===== config.mk =====
export PLATFORM = sky130hd
export DESIGN_NAME = pipe_stage_reg
export DESIGN_NICKNAME = d
export VERILOG_FILES = /design/src/rtl/pipe_stage_reg.sv
export SDC_FILE = /design/constraint.sdc
export NUM_CORES = 1
export LEC_CHECK = 0
export BUFFER_PORTS_ARGS = -buffer_cell sky130_fd_sc_hd__buf_2
export CORE_MARGIN = 5
export CORE_UTILIZATION = 53
export DETAILED_ROUTE_END_ITERATION = 16
export HOLD_SLACK_MARGIN = 0.03
export PLACE_DENSITY = 0.8
export SLEW_MARGIN = 15
export SYNTH_ARGS = -nofsm -noshare
export SYNTH_HDL_FRONTEND = slang
export SYNTH_SLANG_ARGS = --single-unit

===== constraint.sdc =====
create_clock -name clk -period 9.65 [get_ports clk]
set_input_delay 0.965 -clock clk [delete_from_list [all_inputs] [get_ports clk]]
set_output_delay 0.965 -clock clk [all_outputs]
set_load 0.1 [all_outputs]

===== src/rtl/pipe_stage_reg.sv =====
// Inter-stage pipeline register with valid/ready handshake, flush, bubble-safe ctrl mask,
// optional 2-entry skid buffer (registered in_ready) and a saturating stall counter.
module pipe_stage_reg #(
  parameter int unsigned CTRL_W  = 8,
  parameter int unsigned DATA_W  = 96,
  parameter int unsigned SKID_EN = 1,
  parameter int unsigned CNT_W   = 16
) (
  input  logic              clk,
  input  logic              reset,
  input  logic              flush,
  input  logic              in_valid,
  output logic              in_ready,
  input  logic [CTRL_W-1:0] in_ctrl,
  input  logic [DATA_W-1:0] in_data,
  output logic              out_valid,
  input  logic              out_ready,
  output logic [CTRL_W-1:0] out_ctrl,
  output logic [DATA_W-1:0] out_data,
  output logic [1:0]        occupancy,
  output logic [CNT_W-1:0]  stall_cnt
);

  logic              m_valid_q, m_valid_d;
  logic [CTRL_W-1:0] m_ctrl_q, m_ctrl_d;
  logic [DATA_W-1:0] m_data_q, m_data_d;
  logic              s_valid_q, s_valid_d;
  logic [CTRL_W-1:0] s_ctrl_q, s_ctrl_d;
  logic [DATA_W-1:0] s_data_q, s_data_d;
  logic [1:0]        occupancy_q, occupancy_d;
  logic [CNT_W-1:0]  stall_cnt_q;
  logic              in_fire, out_fire;

  generate
    if (SKID_EN != 0) begin : g_skid
      assign in_ready = !s_valid_q;
    end else begin : g_noskid
      assign in_ready = out_ready | !m_valid_q;
    end
  endgenerate

  assign in_fire  = in_valid & in_ready;
  assign out_fire = m_valid_q & out_ready;

  always_comb begin
    m_valid_d = m_valid_q;
    m_ctrl_d  = m_ctrl_q;
    m_data_d  = m_data_q;
    s_valid_d = s_valid_q;
    s_ctrl_d  = s_ctrl_q;
    s_data_d  = s_data_q;
    if (flush) begin
      // Flush wins over any same-cycle accept; storage contents are left stale.
      m_valid_d = 1'b0;
      s_valid_d = 1'b0;
    end else if (!m_valid_q) begin
      if (in_fire) begin
        m_valid_d = 1'b1;
        m_ctrl_d  = in_ctrl;
        m_data_d  = in_data;
      end
    end else if (out_fire) begin
      if (s_valid_q) begin
        m_ctrl_d  = s_ctrl_q;
        m_data_d  = s_data_q;
        s_valid_d = 1'b0;
      end else if (in_fire) begin
        m_ctrl_d = in_ctrl;
        m_data_d = in_data;
      end else begin
        m_valid_d = 1'b0;
      end
    end else if (in_fire && (SKID_EN != 0)) begin
      s_valid_d = 1'b1;
      s_ctrl_d  = in_ctrl;
      s_data_d  = in_data;
    end
    occupancy_d = {1'b0, m_valid_d} + {1'b0, s_valid_d};
  end

  always_ff @(posedge clk or posedge reset) begin
    if (reset) begin
      m_valid_q   <= 1'b0;
      m_ctrl_q    <= '0;
      m_data_q    <= '0;
      s_valid_q   <= 1'b0;
      s_ctrl_q    <= '0;
      s_data_q    <= '0;
      occupancy_q <= 2'd0;
    end else begin
      m_valid_q   <= m_valid_d;
      m_ctrl_q    <= m_ctrl_d;
      m_data_q    <= m_data_d;
      s_valid_q   <= s_valid_d;
      s_ctrl_q    <= s_ctrl_d;
      s_data_q    <= s_data_d;
      occupancy_q <= occupancy_d;
    end
  end

  always_ff @(posedge clk or posedge reset) begin
    if (reset) begin
      stall_cnt_q <= '0;
    end else if (m_valid_q && !out_ready && (stall_cnt_q != {CNT_W{1'b1}})) begin
      stall_cnt_q <= stall_cnt_q + CNT_W'(1);
    end
  end

  assign out_valid = m_valid_q;
  assign out_ctrl  = m_ctrl_q & {CTRL_W{m_valid_q}};
  assign out_data  = m_data_q;
  assign occupancy = occupancy_q;
  assign stall_cnt = stall_cnt_q;

endmodule


==> reports/qor.yml, run 1 <==
detailed_routing:
  totalWireLength_um: 22870
  vias: 6696
  first_pass_iters: 5
  drc: 0
  drtAntennaViolNets: 0
  vias_per_cell: 5.957
  wl_per_cell_um: 20.34
  drt-initial-drc-count: 273
setup_path:
  required_ns: 8.69
  cp_max_fo: 15
  reg2reg_from: "out_valid"
  endpoint_kind: "primary output"
  worstSetupPathType: "register to primary output"
  cp.arrival_ns: 1.92
  ff2ff_setup_slack_ns: 6.80
  rr_worst_depth: 4
  cp-start-kind: "register"
  r2r_end: "s_data_q[42]"
placement:
  post-dp-hpwl_um: 14400
  io_buffers: 232
  place.gp.congestion: 0.7681
  place_ws_ns: 6.537
  dp_cells: 1080
layout:
  fill_cells: 1295
  drive_above_1_share_pct: 43.72
  stdcell_count: 1124
  nets: 993
  diodes: 0
  area_growth_pct: 23.51
die:
  coreArea_um2: 17180
  start_util_pct: 53.74
  die_width_um: 142.0
  die-area_um2: 20150
  chipHeight_um: 142.0
  num_rows: 48
  io-pin-count: 233
timing:
  setup-violations-final: 0
  finClkSkew_ns: 0.01527
  rsz0062_at_grt: "false"
  hold_viol_final: 0
  max_slew_margin_pct: 37.67
  fin_ws_ns: 6.760
  slew_violations: 0
  period_needed_ns: 2.890
  setup_tns_ns: 0
  hold_ws_ns: 0.4894
  worst_pin_slew_ns: 0.9350
  fmax_ghz: 0.3461
  timing.final.crit_share_pct: 29.95
min_path:
  holdPathEnd: "s_data_q[4]"
  hp-start: "s_data_q[4]"
  hold_path_depth: 1
  min_path_type: "register to register"
global_route:
  grt_use_total_pct: 22.28
  grt_pass1_wl_um: 36850
  grt-ovfl-total: 0
  grt_max_degree: 108
  grt_pass1_vias: 6928
  antenna_found_initial: 1
clock_tree:
  ctsHoldBuffers: 0
  clk_pin_slew_worst_paths_ns: 0.06
  post_cts_buffers: 0
  cts_buffers: 24
  cts_resized: 0
  cts.sinks: 228
  cts.htree.levels: 1
  clk_latency_ns: 0.50
  cts_tree: "yes"
  cts_root_buf: "clkbuf_16"
  cts_buffer_depth: 3
logic_synthesis:
  yosys_warnings: 0
  yosys_register_bits: 228
  syn_avg_cell_area_um2: 13.76
  synth_flop_cell: "dfrtp_1"
  synth_cell_type_count: 42
  ys_async_sr_fraction_pct: 100.0
  synth_edf_count: 0
  syn-instance-count: 671
  ys_seq_area_share_pct: 61.81
  synth_nets: 782
  netlist_area_um2: 9230
power:
  p_total_w: 0.003429
  p_leak_nw: 5.237
  power_density_nw_per_um2: 300.8
  vdd_drop_max_mv: 0.2067
outcome:
  outcome: "completed"
job:
  max_cap_viol_count: 0
per-stage QoR:
step	utilization (%)	area [µm²]
floorplan	-	9230
global placement	61.29	10530
detailed placement	61.29	10530
CTS	66.21	11370
global route	66.37	11400
finish	66.37	11400
cell usage after synthesis, types with 3 or more instances:
cell type | instances | area [µm²]
dfrtp_1 | 228 | 5705
o21ai_0 | 3 | 15.01
a2bb2oi_1 | 104 | 910.9
inv_1 | 3 | 11.26
nand2_1 | 5 | 18.77
mux2_2 | 99 | 1115
mux2_1 | 7 | 78.83
xnor2_1 | 4 | 35.03
o22ai_1 | 104 | 650.6
buf_2 | 16 | 80.08
nand3_1 | 5 | 25.02
buf_1 | 6 | 22.52
xor2_1 | 8 | 70.07
buf_4 | 7 | 52.55
nor3_1 | 4 | 20.02
nand4_1 | 3 | 18.77
and2_1 | 8 | 50.05
clkbuf_1 | 28 | 105.1
area by class of cell:
cell class	instances	area (µm²)	area share, %
Timing Repair Buffer	242	1256	11.02
Inverter	4	22.52	0.1976
Clock inverter	9	145.1	1.273
Multi-Input combinational cell	382	3289	28.86
Sequential cell	228	5705	50.05
Tap cell	225	281.5	2.470
Clock buffer	34	699.4	6.135
placed cells by master, fill, tap and decap left out, types with 5 or more instances in the layout:
master,instances
nand3_1,5
clkbuf_16,25
clkbuf_1,5
mux2_2,99
buf_2,232
a2bb2oi_1,104
buf_4,9
dfrtp_1,228
and2_1,8
clkinv_2,5
mux2_1,7
o22ai_1,104
xor2_1,8
worst max path at each step:
stage          startpoint      endpoint  slack [ns]  cells after the start
6_report        out_valid   out_ctrl[4]        6.76                      2
3_3_place_gp     in_valid  s_data_q[46]        6.57                      5
4_1_cts         out_valid   out_ctrl[4]        6.71                      2
2_1_floorplan       reset   m_ctrl_q[0]        2.44                      1
3_5_place_dp     in_valid  s_data_q[42]        6.54                      5
5_1_grt         out_valid  s_data_q[52]        6.63                      4
cells by family after synthesis:
logic type      after synthesis  synth area share [%]
buf+inv                      61                 2.982
simple gates                 42                 3.077
xor+xnor                     12                 1.139
flops                       228                 61.81
fa+ha+maj                     2                0.2711
compound gates              220                 17.79
mux                         106                 12.93
power by group:
part / leakage [nW] / switching (W) / internal, W
Sequential: 2.69 / 0.000133 / 0.00117
Clock: 0.419 / 0.000359 / 0.000610
Combinational: 2.13 / 0.000877 / 0.000276
Total: 5.24 / 0.00137 / 0.00206
flip-flops by register name, indices dropped and copies added, names as in the netlist:
name and cells:
stall_cnt 16, occupancy 2, s_ctrl_q 8, out_valid 1, s_valid_q 1, out_data 96
s_data_q 96, m_ctrl_q 8
layer usage:
layer | up-vias | part of all wire (%) | track usage [%]
met4 | 2 | 1.9 | 5.707
li1 | 3024 | - | -
met5 | - | 0.031 | 0
met2 | 251 | 46 | 34.00
met1 | 3381 | 44 | 32.31
met3 | 38 | 8.1 | 5.746
critical path: stages (launching register included):
cell     delay, ns
dfrtp_1       0.76
and2_1        0.21
buf_2         0.45
Note: power is estimated with default switching activity, not from simulation.
==> run 2, diff against run 1 <==
Settings changed: ABC_AREA from default to 1, CORE_UTILIZATION 53 to 49, PLACE_DENSITY 0.8 to 0.77.
Clock period 9.65 ns to 2.36 ns, I/O delays scaled along.
==> reports/qor.yml, run 2 <==
setup_path:
  slowest_delay_ns: 0.65
  cp-start-kind: "register"
  ff2ff_setup_slack_ns: 0.35
  crit_family: "simple AND/OR/NAND/NOR gates"
  path_common_cell: "nor2_1"
  endpoint_kind: "register"
  cp.arrival_ns: 2.37
  cp_max_fo: 14
  rr_worst_depth: 7
  slowest_stage: "nor2_1"
  crit_end: "stall_cnt[9]"
  worstSetupPathType: "register to register"
  critPathLaunch: "stall_cnt[0]"
  reg2reg_from: "stall_cnt[0]"
  required_ns: 2.72
  cp_num_cells: 7
  crit_chain: "ha_1 > inv_1 > nor2_1 > nand2_1 > nor2_1 > nor2_1 > o21ai_0"
  crit_buf_inv: 1
  r2r_end: "stall_cnt[9]"
logic_synthesis:
  synth_flop_cell: "dfrtp_1"
  netlist_area_um2: 9946
  syn-instance-count: 1088
  synth_commonest_cells: "dfrtp_1 (228), a21oi_1 (208), nand2_1 (174), inv_1 (124), o22ai_1 (104)"
  synth_edf_count: 0
  synth_cell_type_count: 22
  synth.largest_area_cell: "dfrtp_1"
  ys_seq_area_share_pct: 57.37
  ys_async_sr_fraction_pct: 100.0
  yosys.area.top_type_share_pct: 57.37
  synth_most_common_cell: "dfrtp_1"
  yosys_warnings: 0
  synth.area.top_cells: "dfrtp_1 (57%), a21oi_1 (10%), nand2_1 (6.6%)"
  yosys_register_bits: 228
  synth_nets: 1199
  syn_avg_cell_area_um2: 9.141
placement:
  place.gp.congestion: 0.8292
  io_buffers: 232
  post-dp-hpwl_um: 16600
layout:
  area_growth_pct: 33.17
  drive_above_1_share_pct: 23.10
  final_cell_mix: "buf_2 (232), dfrtp_1 (228), a21oi_1 (208)"
  nets: 1503
  fill_cells: 1557
  final_common_cell: "buf_2"
global_route:
  grt-ovfl-total: 0
  grt_use_total_pct: 23.38
  antenna_found_initial: 1
  grt_pass1_wl_um: 46020
  grt_pass1_vias: 8949
  grt_max_degree: 139
die:
  start_util_pct: 49.47
  die_width_um: 152.5
  io-pin-count: 233
  coreArea_um2: 20100
  num_rows: 52
  die-area_um2: 23250
  chipHeight_um: 152.5
clock_tree:
  clk_latency_ns: 0.52
  cts_root_buf: "clkbuf_16"
  cts_buffer_depth: 3
  cts_resized: 0
  clk_pin_slew_worst_paths_ns: 0.06
  cts_buffers: 25
  cts_tree: "yes"
  cts.sinks: 228
  cts.htree.levels: 1
  post_cts_buffers: 0
  ctsHoldBuffers: 106
timing:
  slew_violations: 0
  worst_pin_slew_ns: 0.8657
  fmax_ghz: 0.4977
  rsz0062_at_grt: "false"
  finClkSkew_ns: 0.01005
  setup-violations-final: 0
  timing.final.crit_share_pct: 85.14
  setup_tns_ns: 0
  hold_viol_final: 0
  period_needed_ns: 2.009
  max_slew_margin_pct: 42.08
power:
  p_total_w: 0.01416
  power_density_nw_per_um2: 1069
  p_leak_nw: 6.461
  vdd_drop_max_mv: 0.6540
detailed_routing:
  totalWireLength_um: 28070
  drtAntennaViolNets: 0
  vias_per_cell: 5.373
  wl_per_cell_um: 16.69
  drc: 0
  drt-initial-drc-count: 474
  vias: 9037
  first_pass_iters: 5
min_path:
  min_path_type: "input port to register"
job:
  max_cap_viol_count: 0
outcome:
  outcome: "completed"
## run 2: final cells by class
cell class | instances | area (µm²) | share of cell area (%)
Timing Repair Buffer | 357 | 2490 | 18.80
Clock buffer | 32 | 701.9 | 5.299
Tap cell | 270 | 337.8 | 2.551
Sequential cell | 228 | 5705 | 43.08
Multi-Input combinational cell | 654 | 3329 | 25.14
Clock inverter | 14 | 201.4 | 1.521
Inverter | 126 | 476.7 | 3.599
Antenna cell | 1 | 2.502 | 0.01889
## run 2: how the worst min path moves through the flow
| stage | to | from | slack (ns) | depth (start not counted) |
|---|---|---|---|---|
| final | stall_cnt[8] | out_ready | 0.1 | 4 |
| after global routing | stall_cnt[8] | out_ready | 0.10 | 4 |
| after CTS | out_valid | out_ready | 0.08 | 4 |
| after detailed placement | s_data_q[14] | reset | 0.35 | 2 |
| after global placement | out_data[14] | reset | 0.34 | 2 |
| after floorplan | out_valid | flush | 0.32 | 1 |
## run 2: cell families (layout without fill, tap and decap cells)
family	Yosys count	count (layout)	synth area share [%]
AND/OR/NAND/NOR	218	218	8.819
AO/OA/AOI/OAI	427	427	23.59
XOR/XNOR	7	7	0.6164
adder cells (fa/ha/maj)	2	2	0.2516
flip-flops	228	228	57.37
other	0	1	0
buffers and inverters	206	529	9.360
## run 2: tightest hold or removal path, delay by kind of cell
family        cells  cell delay, ns
buf+inv           1            0.10
simple gates      2            0.16
xor+xnor          1            0.06
## run 2: report_power, final
group          leakage (nW)  internal, W  switching (W)
Clock                 0.449      0.00265        0.00157
Combinational          3.29     0.000949        0.00377
Sequential             2.72      0.00471       0.000510
## run 2: metrics by stage
stage / cell area (µm²) / std cells / hold WS (ns) / util [%] / setup slack, ns
CTS: 13240 / 1681 / 0.07829 / 65.87 / 0.3471
finish: 13250 / 1682 / 0.09697 / 65.88 / 0.3507
detailed placement: 11280 / 1529 / 0.3480 / 56.10 / 0.3596
global placement: 11280 / 1529 / 0.3431 / 56.10 / 0.4328
global route: 13250 / 1682 / 0.1020 / 65.88 / 0.1601
floorplan: 9950 / 1088 / 0.3175 / - / -0.8560
## run 2: routing by layer
metal / wire [µm] / GRT usage [%] / up-vias
met2: 13850 / 39.82 / 350
met5: 0 / 0 / -
met4: 828 / 7.425 / 0
li1: - / - / 4305
met3: 1824 / 3.863 / 64
met1: 11560 / 30.87 / 4318
==> run 3, diff against run 2 <==
Settings changed: GPL_TIMING_DRIVEN from default to 0.
==> reports/qor.yml, run 3 (same netlist as run 2, synthesis figures left out) <==
detailed_routing:
  drtAntennaViolNets: 0
  drc: 0
  vias: 9407
  wl_per_cell_um: 17.46
  totalWireLength_um: 30490
  vias_per_cell: 5.388
  first_pass_iters: 7
  drt-initial-drc-count: 611
min_path:
  min_path_type: "input port to register"
  hold_path_depth: 4
timing:
  hold_ws_ns: 0.09821
  setup-violations-final: 0
  period_needed_ns: 2.059
  finClkSkew_ns: 0.01155
  rsz0062_at_grt: "false"
  hold_viol_final: 0
  setup_tns_ns: 0
  fin_ws_ns: 0.3011
  worst_pin_slew_ns: 0.7298
  fmax_ghz: 0.4857
  max_slew_margin_pct: 51.24
  timing.final.crit_share_pct: 87.24
  slew_violations: 0
global_route:
  grt-ovfl-total: 0
  grt_pass1_wl_um: 48980
  antenna_found_initial: 2
  grt_max_degree: 37
  grt_use_total_pct: 25.32
  grt_pass1_vias: 9483
placement:
  post-dp-hpwl_um: 19890
  place_ws_ns: 0.4125
  place.gp.congestion: 0.8545
  io_buffers: 232
die:
  die_width_um: 152.5
  start_util_pct: 49.47
  chipHeight_um: 152.5
  coreArea_um2: 20100
  die-area_um2: 23250
  num_rows: 52
  io-pin-count: 233
layout:
  area_growth_pct: 34.97
  final_cell_mix: "buf_2 (256), dfrtp_1 (228), a21oi_1 (208)"
  drive_above_1_share_pct: 23.74
  nets: 1569
  seq_area_um2: 5705
  final_core_util_pct: 66.77
  fill_cells: 1546
  multi_input_area_um2: 3309
  final_common_cell: "buf_2"
clock_tree:
  cts_root_buf: "clkbuf_16"
  clk_pin_slew_worst_paths_ns: 0.06
  cts.sinks: 228
  clk_latency_ns: 0.51
  cts.htree.levels: 1
  cts_buffer_depth: 3
  cts_buffers: 24
  cts_tree: "yes"
power:
  p_leak_nw: 6.546
  power_density_nw_per_um2: 1027
  p_total_w: 0.01379
  vdd_drop_max_mv: 0.8922
setup_path:
  required_ns: 2.71
  rr_worst_depth: 6
  cp_max_fo: 10
  cp-start-kind: "register"
  cp.arrival_ns: 2.40
  worstSetupPathType: "register to register"
  endpoint_kind: "register"
outcome:
  outcome: "completed"
job:
  max_cap_viol_count: 0
## run 3: cell types whose count changed in the layout (fill, tap and decap cells not counted), moves of 2 or more
cell and delta:
buf_2 +24, buf_6 +13, bufinv_16 -4, nand2_4 -2, clkbuf_1 +28, nand2_1 +2
buf_12 -4, clkinv_2 -3, buf_1 +9
## run 3: path summary, 6_finish.rpt
kind | end | start | slack [ns]
max | out_data[20] | out_valid | 0.30
min | stall_cnt[8] | out_ready | 0.1
max reg2reg | out_data[20] | out_valid | 0.30
min reg2reg | s_data_q[55] | s_data_q[55] | 0.48
max in group asynchronous | out_data[57] | reset | 0.83
min in group asynchronous | out_data[9] | reset | 0.43
## run 3: critical path, stage by stage, from the launching register on
cell and delay, ns:
dfrtp_1 0.41, inv_2 0.08, nor2_4 0.06, nor2_4 0.31, buf_2 0.38, clkbuf_1 0.46, a21oi_1 0.18
## run 3: metal layers
| metal | track usage [%] | wire length, µm | vias up |
|---|---|---|---|
| li1 | - | - | 4430 |
| met3 | 4.402 | 2026 | 79 |
| met5 | 0 | 0 | - |
| met1 | 34.11 | 12670 | 4499 |
| met2 | 41.91 | 14810 | 399 |
| met4 | 8.613 | 985 | 0 |
## run 3: final cells by class
class / instances / area share [%]
well taps: 270 / 2.517
repair buffers: 344 / 17.45
flip-flops and latches: 228 / 42.50
diodes: 2 / 0.03728
inverters: 126 / 3.551
clock inverters: 7 / 0.4940
clock buffers: 35 / 5.387
multi-input cells: 654 / 24.65
plain buffers: 80 / 3.411
## run 3: repair_timing
| action | 4_1_cts | 5_1_grt |
|---|---|---|
| resized for setup | 0 | 0 |
| hold endpoints to repair | 133 | 0 |
| hold buffers | 106 | 0 |
| buffers inserted | 0 | 0 |
## run 3: stage by stage
stage | area [µm²] | instances
after detailed placement | 11570 | 1596
final | 13420 | 1746
after floorplan | 9950 | 1088
after global placement | 11450 | 1590
after CTS | 13420 | 1744
after global routing | 13420 | 1746
## run 3: power breakdown
part	switching, W	internal (W)
Sequential	0.000519	0.00471
Combinational	0.00381	0.000976
Clock	0.00154	0.00223
Total	0.00587	0.00792
